`src/rtl/imm_gen_pipe.sv`:
```
// rtl/imm_gen_pipe.sv - RISC-V immediate decoder behind a 2-entry valid/ready FIFO
// Optional feature: define IMM_GEN_ZIMM_EN to decode CSR zimm (opcode 1110011, funct3[2]=1) as Z-format.
module imm_gen_pipe #(
   parameter int XLEN  = 32,
   parameter int TAG_W = 4
) (
   input  logic             clk,
   input  logic             rst,
   input  logic             flush,
   input  logic             in_valid,
   output logic             in_ready,
   input  logic [31:0]      in_instr,
   input  logic [TAG_W-1:0] in_tag,
   output logic             out_valid,
   input  logic             out_ready,
   output logic [XLEN-1:0]  out_imm,
   output logic [2:0]       out_fmt,
   output logic [TAG_W-1:0] out_tag
);

   localparam logic [2:0] FMT_NONE = 3'd0;
   localparam logic [2:0] FMT_I    = 3'd1;
   localparam logic [2:0] FMT_S    = 3'd2;
   localparam logic [2:0] FMT_B    = 3'd3;
   localparam logic [2:0] FMT_U    = 3'd4;
   localparam logic [2:0] FMT_J    = 3'd5;
   localparam logic [2:0] FMT_Z    = 3'd6;

   typedef enum logic [1:0] {
      ST_EMPTY = 2'd0,
      ST_ONE   = 2'd1,
      ST_FULL  = 2'd2
   } state_t;

   state_t state_q;
   state_t state_d;

   // in_ready is its own flop so it never sees out_ready combinationally
   logic in_ready_q;

   logic accept;
   logic take;

   // Slot 0 is always the oldest entry and drives the outputs directly
   logic [XLEN-1:0]  imm0_q;
   logic [XLEN-1:0]  imm1_q;
   logic [2:0]       fmt0_q;
   logic [2:0]       fmt1_q;
   logic [TAG_W-1:0] tag0_q;
   logic [TAG_W-1:0] tag1_q;

   logic [6:0]       opcode;
   logic [2:0]       dec_fmt;
   logic [31:0]      dec_imm32;
   logic             dec_sext;
   logic [XLEN-1:0]  dec_imm;

   assign opcode = in_instr[6:0];

   // Classify the incoming opcode into an immediate format
   always_comb begin
      dec_fmt = FMT_NONE;
      case (opcode)
         7'b0010011,
         7'b0000011,
         7'b1100111: dec_fmt = FMT_I;
         7'b0011011: begin
            // OP-IMM-32 only exists on RV64
            if (XLEN == 64) begin
               dec_fmt = FMT_I;
            end
         end
         7'b0100011: dec_fmt = FMT_S;
         7'b1100011: dec_fmt = FMT_B;
         7'b0110111,
         7'b0010111: dec_fmt = FMT_U;
         7'b1101111: dec_fmt = FMT_J;
`ifdef IMM_GEN_ZIMM_EN
         7'b1110011: begin
            // Only the immediate CSR forms (funct3 bit 2 set) carry a zimm
            if (in_instr[14]) begin
               dec_fmt = FMT_Z;
            end
         end
`endif
         default: dec_fmt = FMT_NONE;
      endcase
   end

   // Assemble the 32-bit immediate and pick the extension bit for widening
   always_comb begin
      dec_imm32 = 32'd0;
      dec_sext  = in_instr[31];
      case (dec_fmt)
         FMT_I: dec_imm32 = {{20{in_instr[31]}}, in_instr[31:20]};
         FMT_S: dec_imm32 = {{20{in_instr[31]}}, in_instr[31:25], in_instr[11:7]};
         FMT_B: dec_imm32 = {{19{in_instr[31]}}, in_instr[31], in_instr[7],
                             in_instr[30:25], in_instr[11:8], 1'b0};
         FMT_U: dec_imm32 = {in_instr[31:12], 12'd0};
         FMT_J: dec_imm32 = {{11{in_instr[31]}}, in_instr[31], in_instr[19:12],
                             in_instr[20], in_instr[30:21], 1'b0};
         FMT_Z: begin
            // zimm is an unsigned CSR source index, never sign-extended
            dec_imm32 = {27'd0, in_instr[19:15]};
            dec_sext  = 1'b0;
         end
         default: begin
            dec_imm32 = 32'd0;
            dec_sext  = 1'b0;
         end
      endcase
   end

   // Widen to XLEN; U-format is sign-extended too, matching LUI/AUIPC on RV64
   generate
      if (XLEN > 32) begin : g_wide
         assign dec_imm = {{(XLEN-32){dec_sext}}, dec_imm32};
      end else begin : g_narrow
         assign dec_imm = dec_imm32[XLEN-1:0];
      end
   endgenerate

   assign accept = in_valid && in_ready_q;
   assign take   = out_valid && out_ready;

   // State register; reset wins over everything
   always_ff @(posedge clk) begin
      if (rst) begin
         state_q <= ST_EMPTY;
      end else begin
         state_q <= state_d;
      end
   end

   // Next-state: flush empties the FIFO and drops any concurrent beat
   always_comb begin
      state_d = state_q;
      if (flush) begin
         state_d = ST_EMPTY;
      end else begin
         case (state_q)
            ST_EMPTY: begin
               if (accept) begin
                  state_d = ST_ONE;
               end
            end
            ST_ONE: begin
               if (accept && !take) begin
                  state_d = ST_FULL;
               end else if (take && !accept) begin
                  state_d = ST_EMPTY;
               end
            end
            ST_FULL: begin
               // in_ready is low here, so only a take can happen
               if (take) begin
                  state_d = ST_ONE;
               end
            end
            default: state_d = ST_EMPTY;
         endcase
      end
   end

   // Registered ready: high whenever the next state still has a free slot
   always_ff @(posedge clk) begin
      if (rst) begin
         in_ready_q <= 1'b1;
      end else begin
         in_ready_q <= (state_d != ST_FULL);
      end
   end

   // Entry storage; slot 1 shifts into slot 0 when the head is consumed
   always_ff @(posedge clk) begin
      if (rst || flush) begin
         imm0_q <= '0;
         fmt0_q <= FMT_NONE;
         tag0_q <= '0;
         imm1_q <= '0;
         fmt1_q <= FMT_NONE;
         tag1_q <= '0;
      end else begin
         case (state_q)
            ST_EMPTY: begin
               if (accept) begin
                  imm0_q <= dec_imm;
                  fmt0_q <= dec_fmt;
                  tag0_q <= in_tag;
               end
            end
            ST_ONE: begin
               if (accept && take) begin
                  imm0_q <= dec_imm;
                  fmt0_q <= dec_fmt;
                  tag0_q <= in_tag;
               end else if (accept) begin
                  imm1_q <= dec_imm;
                  fmt1_q <= dec_fmt;
                  tag1_q <= in_tag;
               end
            end
            ST_FULL: begin
               if (take) begin
                  imm0_q <= imm1_q;
                  fmt0_q <= fmt1_q;
                  tag0_q <= tag1_q;
               end
            end
            default: begin
               imm0_q <= imm0_q;
            end
         endcase
      end
   end

   // Outputs present the head entry; valid whenever anything is buffered
   always_comb begin
      out_valid = (state_q != ST_EMPTY);
      in_ready  = in_ready_q;
      out_imm   = imm0_q;
      out_fmt   = fmt0_q;
      out_tag   = tag0_q;
   end

endmodule

```
`config.mk`:
```
export PLATFORM = sky130hd
export DESIGN_NAME = imm_gen_pipe
export DESIGN_NICKNAME = d
export VERILOG_FILES = /design/src/rtl/imm_gen_pipe.sv
export SDC_FILE = /design/constraint.sdc
export NUM_CORES = 1
export LEC_CHECK = 0
export ABC_AREA = 1
export BUFFER_PORTS_ARGS = -buffer_cell sky130_fd_sc_hd__buf_2
export CAP_MARGIN = 20
export CORE_ASPECT_RATIO = 0.75
export CORE_UTILIZATION = 55
export CTS_CLUSTER_DIAMETER = 80
export DETAILED_ROUTE_END_ITERATION = 8
export GPL_ROUTABILITY_DRIVEN = 1
export PLACE_DENSITY_LB_ADDON = 0.3
export SKIP_CTS_REPAIR_TIMING = 1
export SYNTH_ARGS = -nofsm -noshare
export SYNTH_HDL_FRONTEND = slang
export SYNTH_SLANG_ARGS = --single-unit
```
`constraint.sdc`:
```
create_clock -name clk -period 1.8 [get_ports clk]
set_input_delay 0 -clock clk [delete_from_list [all_inputs] [get_ports clk]]
set_output_delay 0 -clock clk [all_outputs]
set_load 0.02 [all_outputs]
```
Word-level counts from Yosys, hierarchy flattened
Cells that the tools add are included.

operators by class
  eq/ne operators = 20
  reduce and logical (&&, ||, !) cells = 15
  bitwise logic cells = 1
  mux-type cells = 20

operator list
  kind                number
  $pmux 32 s6         1
  $mux 32             3
  $pmux 32 s3         1
  $eq 7x7->1 const B  3
  $pmux 3 s5          1
  $eq 7x5->1 const B  2
  $eq 7x6->1 const B  2
  $mux 4              3
  $pmux 4 s3          1
  $mux 2              5
  $eq 3x3->1 const B  3
  $mux 3              3
  $pmux 3 s3          1
  $ne 2x2->1 const B  4
  $eq 7x2->1 const B  1
  $eq 3x2->1 const B  2
  $pmux 2 s3          1
  $logic_and 1x1->1   5
  $reduce_and 4->1    1
  $eq 3x1->1 const B  1
  $reduce_and 3->1    1
  $reduce_bool 3->1   1
  $reduce_or 3->1     1
  $eq 2x1->1 const B  1
  other kinds (7)     8

storage, ports and cells
  output and inout port bits = 41
  input bits = 41
  word-level logic and storage cells = 64
  bits in registers = 81

Depth between registers and ports, before layout
Gate-level depths: netlist of the first run.

  depth in word-level cells = 8
  mapped depth = 11
  mapped depth without buffers = 9

Worst setup path before layout of the first run
OpenSTA, ideal clock, no wires.

  path type = register -> register
  from = reg in_ready_q, in the netlist in_ready
  to = reg imm0_q[16], in the netlist out_imm[16]
  cell stages (with the launch flop) = 10
  setup slack = 0.406 ns
  data arrival time = 1.262 ns
  cell sequence = dfxtp_1 nand2_1 nor2_1 nand2_1 nand2_1 inv_2 buf_4 buf_2 nand2_1 a21oi_1

on the way
  longest elaborated chain between the ends = 4

RTL lines
  item                            line  source
  start: declaration              39    logic in_ready_q;
  start signal: assignment        170   in_ready_q <= (state_d != ST_FULL);
  $logic_and 1x1->1 (*)           123   assign accept = in_valid && in_ready_q;
  $logic_and 1x1->1               193   if (accept && take) begin
  $ne 2x2->1 (no line)            --
  $reduce_and 4->1 (no line) (*)  --
  end signal: assignment          187   imm0_q <= dec_imm;
  end signal: assignment          194   imm0_q <= dec_imm;
  end signal: assignment          205   imm0_q <= imm1_q;
  end: declaration                45    logic [XLEN-1:0] imm0_q;

Every way passes the cells marked *; elsewhere a longest branch is shown, timed or not.
A chain may end at the register's enable or synchronous reset.

Worst setup path after layout of the first run
  from = reg state_q[0]
  to = reg imm1_q[18]

on the way
  longest elaborated chain between the ends = 5

RTL lines
  item                            line  source
  start: declaration              35    state_t state_q;
  start signal: assignment        131   state_q <= state_d;
  $reduce_bool 2->1               219   out_valid = (state_q != ST_EMPTY);
  $logic_and 1x1->1               124   assign take = out_valid && out_ready;
  $logic_and 1x1->1               193
  $not 1->1 (no line)             --
  $reduce_and 3->1 (no line) (*)  --
  end signal: assignment          198   imm1_q <= dec_imm;
  end: declaration                46    logic [XLEN-1:0] imm1_q;

Marked as above.

==> results.md, run 1 <==
* CP max FO at 36
* Sequential share of the synthesized area at 39.46%
* HPWL after DPL at 6.734 mm
* Cell-by-cell trace of the critical path: nand2_1, inv_1, nand2_2, inv_2, buf_12, nand3_1, o211ai_1, inv_1
* DIE AREA at 7824 sq um
* Total routed wirelength at 10.62 mm
* Post-route minimum period at 1.498 ns
* Global-route wire length before repair at 17.36 mm
* Final hold vios at 0
* Most used cell, CP: inv_1
* Vias in the first global route at 3,814
* Syn avg cell area at 6.860 sq um
* Commonest non-fill, non-tap cell in the layout: nor2_1
* Slew Viols, Final at 0
* Area Growth Syn to Fin at 18.06%
* Vias per cell at 5.372
* Post-Layout Cell Count at 779
* Most frequent cells in the layout: nor2_1, nand2_1, dfxtp_1, buf_2, nand3_1
* Fin crit share at 83.24%
* # fillers at 632
* Leak at 2.556 nW
* Critical path arrival at 1.75 ns
* Placed cell count at 750
* Yosys warns at 0
* Site Rows at 26
* RSZ-0062 raised after global routing: no
* Worst Clk Skew at 0.01406 ns
* Input/output buffers at 81
* Synth area leader: dfxtp_1
* Core footprint at 7027 sq um
* CTS buffer count at 9
* DR pass1 iterations at 4
* Hold_sp: in_instr[8]
* Buffer depth of the longest clock path at 2
* Antenna violations before repair at 0
* Clk sinks at 81
* Main area contributors after synthesis: dfxtp_1, nor2_1, nand3_1
* Total GRT Usage at 27.94%
* Slowest cell on the critical path: dfxtp_1
* Hold Path Class: in -> reg
* Worst Setup SP: state_q[0]$_SDFF_PP0_
* Die Y-Extent at 76.86 microns
* Max-Cap Viols at 0
* Slew margin rel. at 34.51%
* CTS clk-pin slew, worst paths at 0.08 ns
* ANT nets after route at 0
* Synth cell types at 28
* Setup TNS at 0 ns
* Synth top area share at 39.46%
* Power per cell area at 700.9 nW/um^2
* Critical Path Source Type: flip-flop
* Critical path class: reg -> reg
* Layout cells sized above 1 at 20.85%
* Syn Inst Count at 599
* Worst skew pair latency at 0.36 ns
* Die Span X at 101.8 microns
* Flops & latches, synth at 81
* CTS tree: done
* # IOs at 82
* Antenna cells at 0
* CP required at 2.05 ns
* Worst IR drop on VDD at 0.0004141 V
* Slew @ Worst Pin at 0.9812 ns
* RD Place Congestion at 0.8842
* Number of remaining DRC errors at 0
* Vias at 4,185
* Post-Syn Nets at 640
* Residual overflow from global routing at 0
* # setup viols final at 0
* Slowest Stage Delay on Critical Path at 0.43 ns
* Nets at 717
* Clk root buf: clkbuf_8
* Starting DRT DRC Count at 229
* CTS H-tree depth at 3
* DR WL/cell at 13.64 microns
* Largest net degree at the start of global routing at 60
* Post-Syn Area at 4109 sq um
* F_max at 667.4 MHz
* Status: complete, no violations
* Worst r2r src: state_q[0]$_SDFF_PP0_
* Worst Setup End Kind: flip-flop
* Initial Util at 58.48%
==> synthesized netlist by cell type, drive strengths merged <==
cell / number
a21oi: 48
o21ai: 31
o211ai: 24
nand3b: 1
nor3: 1
clkbuf: 16
a21o: 6
a2111oi: 1
a31oi: 2
a311oi: 2
dfxtp: 81
buf: 22
nor2: 117
nand3: 73
inv: 68
nand2: 105
and2: 1
==> area by class of cell <==
| type | instances | area, sq um | area share [%] |
|---|---|---|---|
| repair buffers | 104 | 660.6 | 13.62 |
| clock inverters | 2 | 13.76 | 0.2837 |
| well taps | 98 | 122.6 | 2.528 |
| clock buffers | 14 | 152.6 | 3.147 |
| inverters | 68 | 255.2 | 5.262 |
| multi-input cells | 412 | 2024 | 41.73 |
| flip-flops and latches | 81 | 1622 | 33.43 |
==> routing by layer <==
metal	track usage (%)	up-vias	share of wire [%]
met2	45.41	146	46
li1	-	2079	-
met1	36.83	1948	46
met3	6.563	12	6.2
met5	0	-	0
met4	7.536	0	1.0
==> path summary, 6_finish.rpt <==
check / to / slack, ns / cells past startpoint
min: imm1_q[1]$_SDFFE_PP0P_ / 0.03 / 5
max: imm1_q[18]$_SDFFE_PP0P_ / 0.30 / 8
max reg2reg: imm1_q[18]$_SDFFE_PP0P_ / 0.30 / 8
min reg2reg: out_imm[13]$_SDFFE_PP0P_ / 0.47 / 2
==> critical path, delay by kind of cell, from the launching register on <==
kind	cells	cell delay (ns)
compound gates	1	0.11
buf+inv	4	0.48
flops	1	0.43
simple gates	3	0.37
==> state kept, by name, indices dropped and copies added, names as in the netlist <==
| signal | count |
|---|---|
| state_q | 2 |
| tag1_q | 4 |
| out_tag | 4 |
| in_ready | 1 |
| out_imm | 32 |
| fmt1_q | 3 |
| imm1_q | 32 |
| out_fmt | 3 |
==> logic make-up after synthesis <==
logic type / synth area share (%)
and+or+nand+nor: 33.16
DFF: 39.46
buffers and inverters: 11.33
AOI/OAI and AO/OA: 16.05
==> stage by stage <==
step	instance area, sq um	hold slack, ns	setup WS, ns	total power [W]	util (%)
after floorplan	4109	0.08893	0.4060	0.002101	-
after global placement	4554	0.2028	0.4049	0.002221	64.81
after detailed placement	4554	0.2108	0.3553	0.002232	64.81
after CTS	4721	-0.1685	0.3397	0.003385	67.18
after global routing	4851	0.06337	0.1715	0.003538	69.03
final	4851	0.02616	0.3017	0.003400	69.03
==> power breakdown <==
part / switching [W] / internal (W)
Clock: 0.000637 / 0.000542
Combinational: 0.000252 / 0.000138
Sequential: 0.0000143 / 0.00182
No activity file was read; power rests on OpenSTA's default activity.
==> run 2: changes to the inputs <==
Settings changed: CORE_UTILIZATION 55 to 50.
Clock period 1.8 ns to 1.35 ns, I/O delays scaled along.
==> results.md, run 2 (synthesis results as in run 1) <==
* Post-Place Setup Slack at -0.01750 ns
* Antenna violations before repair at 0
* Die Span X at 106.7 microns
* Final hold vios at 0
* # fillers at 698
* # setup viols final at 0
* DR pass1 iterations at 5
* DIE AREA at 8588 sq um
* Die Y-Extent at 80.51 microns
* CTS H-tree depth at 3
* Global-route wire length before repair at 17.44 mm
* Starting DRT DRC Count at 376
* # IOs at 82
* Critical path arrival at 1.59 ns
* Vias at 4,283
* Initial Util at 51.90%
* Metal2 WL at 5.274 mm
* Met3 wire length at 822 microns
* M1 wire length at 5.133 mm
* Total routed wirelength at 11.38 mm
* Worst skew pair latency at 0.35 ns
* Vias per cell at 5.307
* Critical Path Source Type: flip-flop
* CP required at 1.60 ns
* Post-layout util at 67.13%
* Input/output buffers at 81
* Hold Path Class: in -> reg
* Clk sinks at 81
* RD Place Congestion at 0.8389
* Clk root buf: clkbuf_8
* Nets at 738
* Power per cell area at 937.8 nW/um^2
* Post-route minimum period at 1.341 ns
* Slowest Stage Delay on Critical Path at 0.34 ns
* CTS buffer count at 9
* Leak at 2.747 nW
* Core footprint at 7918 sq um
* Most used cell, CP: a21oi_1
* Vias in the first global route at 3,812
* CTS clk-pin slew, worst paths at 0.08 ns
* Slowest cell on the critical path: dfxtp_2
* Number of remaining DRC errors at 0
* Most frequent cells in the layout: nor2_1, nand2_1, buf_2
* Slew @ Worst Pin at 0.7098 ns
* Area Growth Syn to Fin at 29.35%
* Status: complete, no violations
* Worst Clk Skew at 0.009465 ns
* Top Layer Used: met4
* Layout cells sized above 1 at 27.78%
* CP max FO at 11
* DR WL/cell at 14.10 microns
* Critical path class: reg -> reg
* Antenna cells at 0
* Worst Setup End Kind: flip-flop
* Max-Cap Viols at 0
* Slew Viols, Final at 0
* F_max at 745.5 MHz
* Worst IR drop on VDD at 0.0005972 V
* Total power at 0.004985 W
* Slew margin rel. at 52.63%
* Site Rows at 28
* Buffer depth of the longest clock path at 2
* Setup TNS at 0 ns
* Largest net degree at the start of global routing at 49
* Setup WS post-layout at 0.008530 ns
* Total GRT Usage at 25.63%
* Placed cell count at 771
* Fin crit share at 99.37%
* Residual overflow from global routing at 0
* Cell-by-cell trace of the critical path: nand2_2, nor2_2, nand2_1, nand2_4, inv_8, clkbuf_16, a21oi_1, a21oi_1
* RSZ-0062 raised after global routing: yes
* HPWL after DPL at 7.360 mm
* CTS tree: done
* ANT nets after route at 0
* Post-Layout Cell Count at 807
## run 2: changes by cell type in the layout (fill, tap and decap cells not counted), sizes merged
| cell | change |
|---|---|
| dlygate4sd3 | -1 |
| buf | +16 |
| bufinv | +2 |
| clkinv | +2 |
| clkbuf | +2 |
| clkinvlp | +1 |
| inv | -1 |
## run 2: final cells by class
type	instances	area [sq um]	share of cell area, %
tap	105	131.4	2.472
clock buffer	10	127.6	2.401
clock inverter	6	82.58	1.554
timing repair buffer	125	977.2	18.39
inverter	68	267.8	5.038
multi-input combinational	412	2098	39.48
sequential	81	1630	30.67
## run 2: stage by stage
step	cell area, sq um	hold WS (ns)
after floorplan	4110	0.08893
after CTS	4917	-0.1614
final	5315	0.008111
after global placement	4707	0.2039
after global routing	5315	0.04777
after detailed placement	4707	0.2231
## run 2: layer usage
layer | vias to the layer above | global-route usage [%]
met5 | - | 0
met4 | 0 | 9.315
met3 | 19 | 4.545
met2 | 172 | 42.58
met1 | 1968 | 33.37
li1 | 2124 | -
## run 2: worst max-delay path, delay by kind of cell, from the launching register on
family	cells	cell delay (ns)
buffers and inverters	2	0.24
AOI/OAI and AO/OA	2	0.24
and+or+nand+nor	4	0.41
DFF	1	0.34
## run 2: final timing paths
| path | startpoint | end | slack, ns | cells past startpoint |
|---|---|---|---|---|
| max | in_ready$_SDFF_PP1_ | out_fmt[0]$_SDFFE_PP0P_ | 0.009 | 8 |
| max reg2reg | in_ready$_SDFF_PP1_ | out_fmt[0]$_SDFFE_PP0P_ | 0.009 | 8 |
| min | in_instr[9] | imm1_q[2]$_SDFFE_PP0P_ | 0.008 | 5 |
| min reg2reg | out_imm[15]$_SDFFE_PP0P_ | out_imm[15]$_SDFFE_PP0P_ | 0.46 | 2 |
## run 2: power by group
group,switching [W],internal [W]
logic,0.000366,0.000252
registers,0.0000191,0.00242
clock network,0.000896,0.00103
==> run 3: changes to the inputs <==
Settings changed: CORE_UTILIZATION 50 to 55.
Clock period 1.35 ns to 1.5 ns, I/O delays scaled along.
==> results.md, run 3 (synthesis results as in run 1) <==
* Hold Path Class: in -> reg
* # setup viols final at 0
* CP required at 1.80 ns
* DR WL/cell at 13.37 microns
* CP max FO at 48
* CTS clk-pin slew, worst paths at 0.08 ns
* Die Y-Extent at 76.86 microns
* Slew Viols, Final at 0
* ANT nets after route at 0
* # fillers at 572
* Residual overflow from global routing at 0
* Input/output buffers at 81
* Placed cell count at 756
* Critical path arrival at 1.66 ns
* # IOs at 82
* Placed Area at 4599 sq um
* Crit. path cell count at 7
* DR pass1 iterations at 5
* Initial Util at 58.48%
* Cell-by-cell trace of the critical path: dlygate4sd3_1, buf_2, nor2_2, buf_4, o21ai_0, a21o_1, inv_1
* Number of remaining DRC errors at 0
* Critical path class: in -> reg
* Most frequent cells in the layout: nor2_1, nand2_1, buf_2
* Antenna violations before repair at 0
* Site Rows at 26
* CTS buffer count at 9
* Met1 Resource Use GR at 38.52%
* Total power at 0.004273 W
* Slew margin rel. at 56.01%
* Critical Path Source Type: primary input
* Buffer depth of the longest clock path at 2
* HPWL after DPL at 7.061 mm
* Met2 Use GR at 44.39%
* F_max at 735.1 MHz
* Met3 track demand over resource at 6.108%
* Die Span X at 101.8 microns
* Core footprint at 7027 sq um
* Worst skew pair latency at 0.36 ns
* Vias per cell at 5.398
* Post-layout util at 70.17%
* Final hold vios at 1
* Global route hottest layer: met2
* Largest net degree at the start of global routing at 49
* CTS tree: done
* Leak at 2.600 nW
* Max-Cap Viols at 0
* Power per cell area at 866.6 nW/um^2
* Worst IR drop on VDD at 0.0005058 V
* Total routed wirelength at 10.49 mm
* Cell depth of the worst min-delay path at 4
* Area Growth Syn to Fin at 20.01%
* Worst Clk Skew at 0.01407 ns
* Commonest non-fill, non-tap cell in the layout: nor2_1
* Failing checks: hold timing
* Clk root buf: clkbuf_8
* Fin area at 4931 sq um
* R2R depth at 9
* Antenna cells at 0
* CTS H-tree depth at 3
* RD Place Congestion at 0.8458
* Layout cells sized above 1 at 22.59%
* Global-route wire length before repair at 17.55 mm
* Vias at 4,232
* Post-Layout Cell Count at 784
* Fin crit share at 90.69%
* Starting DRT DRC Count at 299
* Total GRT Usage at 28.11%
* CP delay by family, top: buffers and inverters
* Clk sinks at 81
* DIE AREA at 7824 sq um
* Post-route minimum period at 1.360 ns
* Slowest Stage Delay on Critical Path at 0.53 ns
* Nets at 722
* Vias in the first global route at 3,819
* Slew @ Worst Pin at 0.6591 ns
* Status: finished, violations left
* Critical path buffers and inverters at 4
* Worst Setup End Kind: flip-flop
* Slowest cell on the critical path: dlygate4sd3_1
* Min Hold Slack at -0.01092 ns
## run 3: changes by cell type in the layout (fill, tap and decap cells not counted), moves of 4 or more
cell,change
buf_4,-4
clkbuf_16,-6
o21ai_0,+9
nor2_1,+12
a21oi_1,+7
nand2_1,+4
nor2_2,-12
o21ai_1,-9
a21oi_2,-7
## run 3: worst register-to-register path: stages, from the launching register on
cell	delay (ns)
dfxtp_2	0.37
inv_2	0.06
nor2_4	0.11
nand2_1	0.06
nand2_1	0.09
inv_2	0.06
buf_4	0.19
nor2_1	0.10
nand2_1	0.09
a21oi_1	0.13
## run 3: metrics by stage
step	setup WS, ns	setup TNS [ns]
detailed placement	0.1111	0
global placement	0.1831	0
finish	0.1396	0
CTS	0.05575	0
global route	-0.005601	-0.005601
floorplan	0.1060	0
## run 3: layout make-up
class	instances	area, sq um	area share [%]
multi-input combinational	412	2027	41.11
sequential	81	1624	32.94
timing repair buffer	109	699.4	14.18
inverter	68	255.2	5.176
clock buffer	9	123.9	2.512
tap	98	122.6	2.487
clock inverter	7	78.83	1.599
## run 3: path summary, 6_finish.rpt
| check | from | to | slack (ns) |
|---|---|---|---|
| worst max register to register | state_q[1]$_SDFF_PP0_ | out_imm[4]$_SDFFE_PP0P_ | 0.16 |
| worst min-delay path | out_ready | state_q[1]$_SDFF_PP0_ | -0.01 |
| worst min register to register | out_imm[27]$_SDFFE_PP0P_ | out_imm[27]$_SDFFE_PP0P_ | 0.46 |
| worst max-delay path | flush | imm1_q[9]$_SDFFE_PP0P_ | 0.14 |
## run 3: per-layer routing
| metal | up-vias | part of all wire [%] | routed length, microns |
|---|---|---|---|
| met5 | - | 0 | 0 |
| li1 | 2092 | - | - |
| met1 | 1968 | 46 | 4779 |
| met3 | 15 | 6.5 | 680 |
| met2 | 157 | 46 | 4874 |
| met4 | 0 | 1.4 | 150 |
## run 3: report_power, final
group	switching [W]	internal [W]	leakage (nW)	total [W]
registers	0.0000170	0.00218	0.655	0.00220
logic	0.000299	0.000168	1.85	0.000467
clock network	0.000828	0.000782	0.0973	0.00161
total	0.00114	0.00313	2.60	0.00427
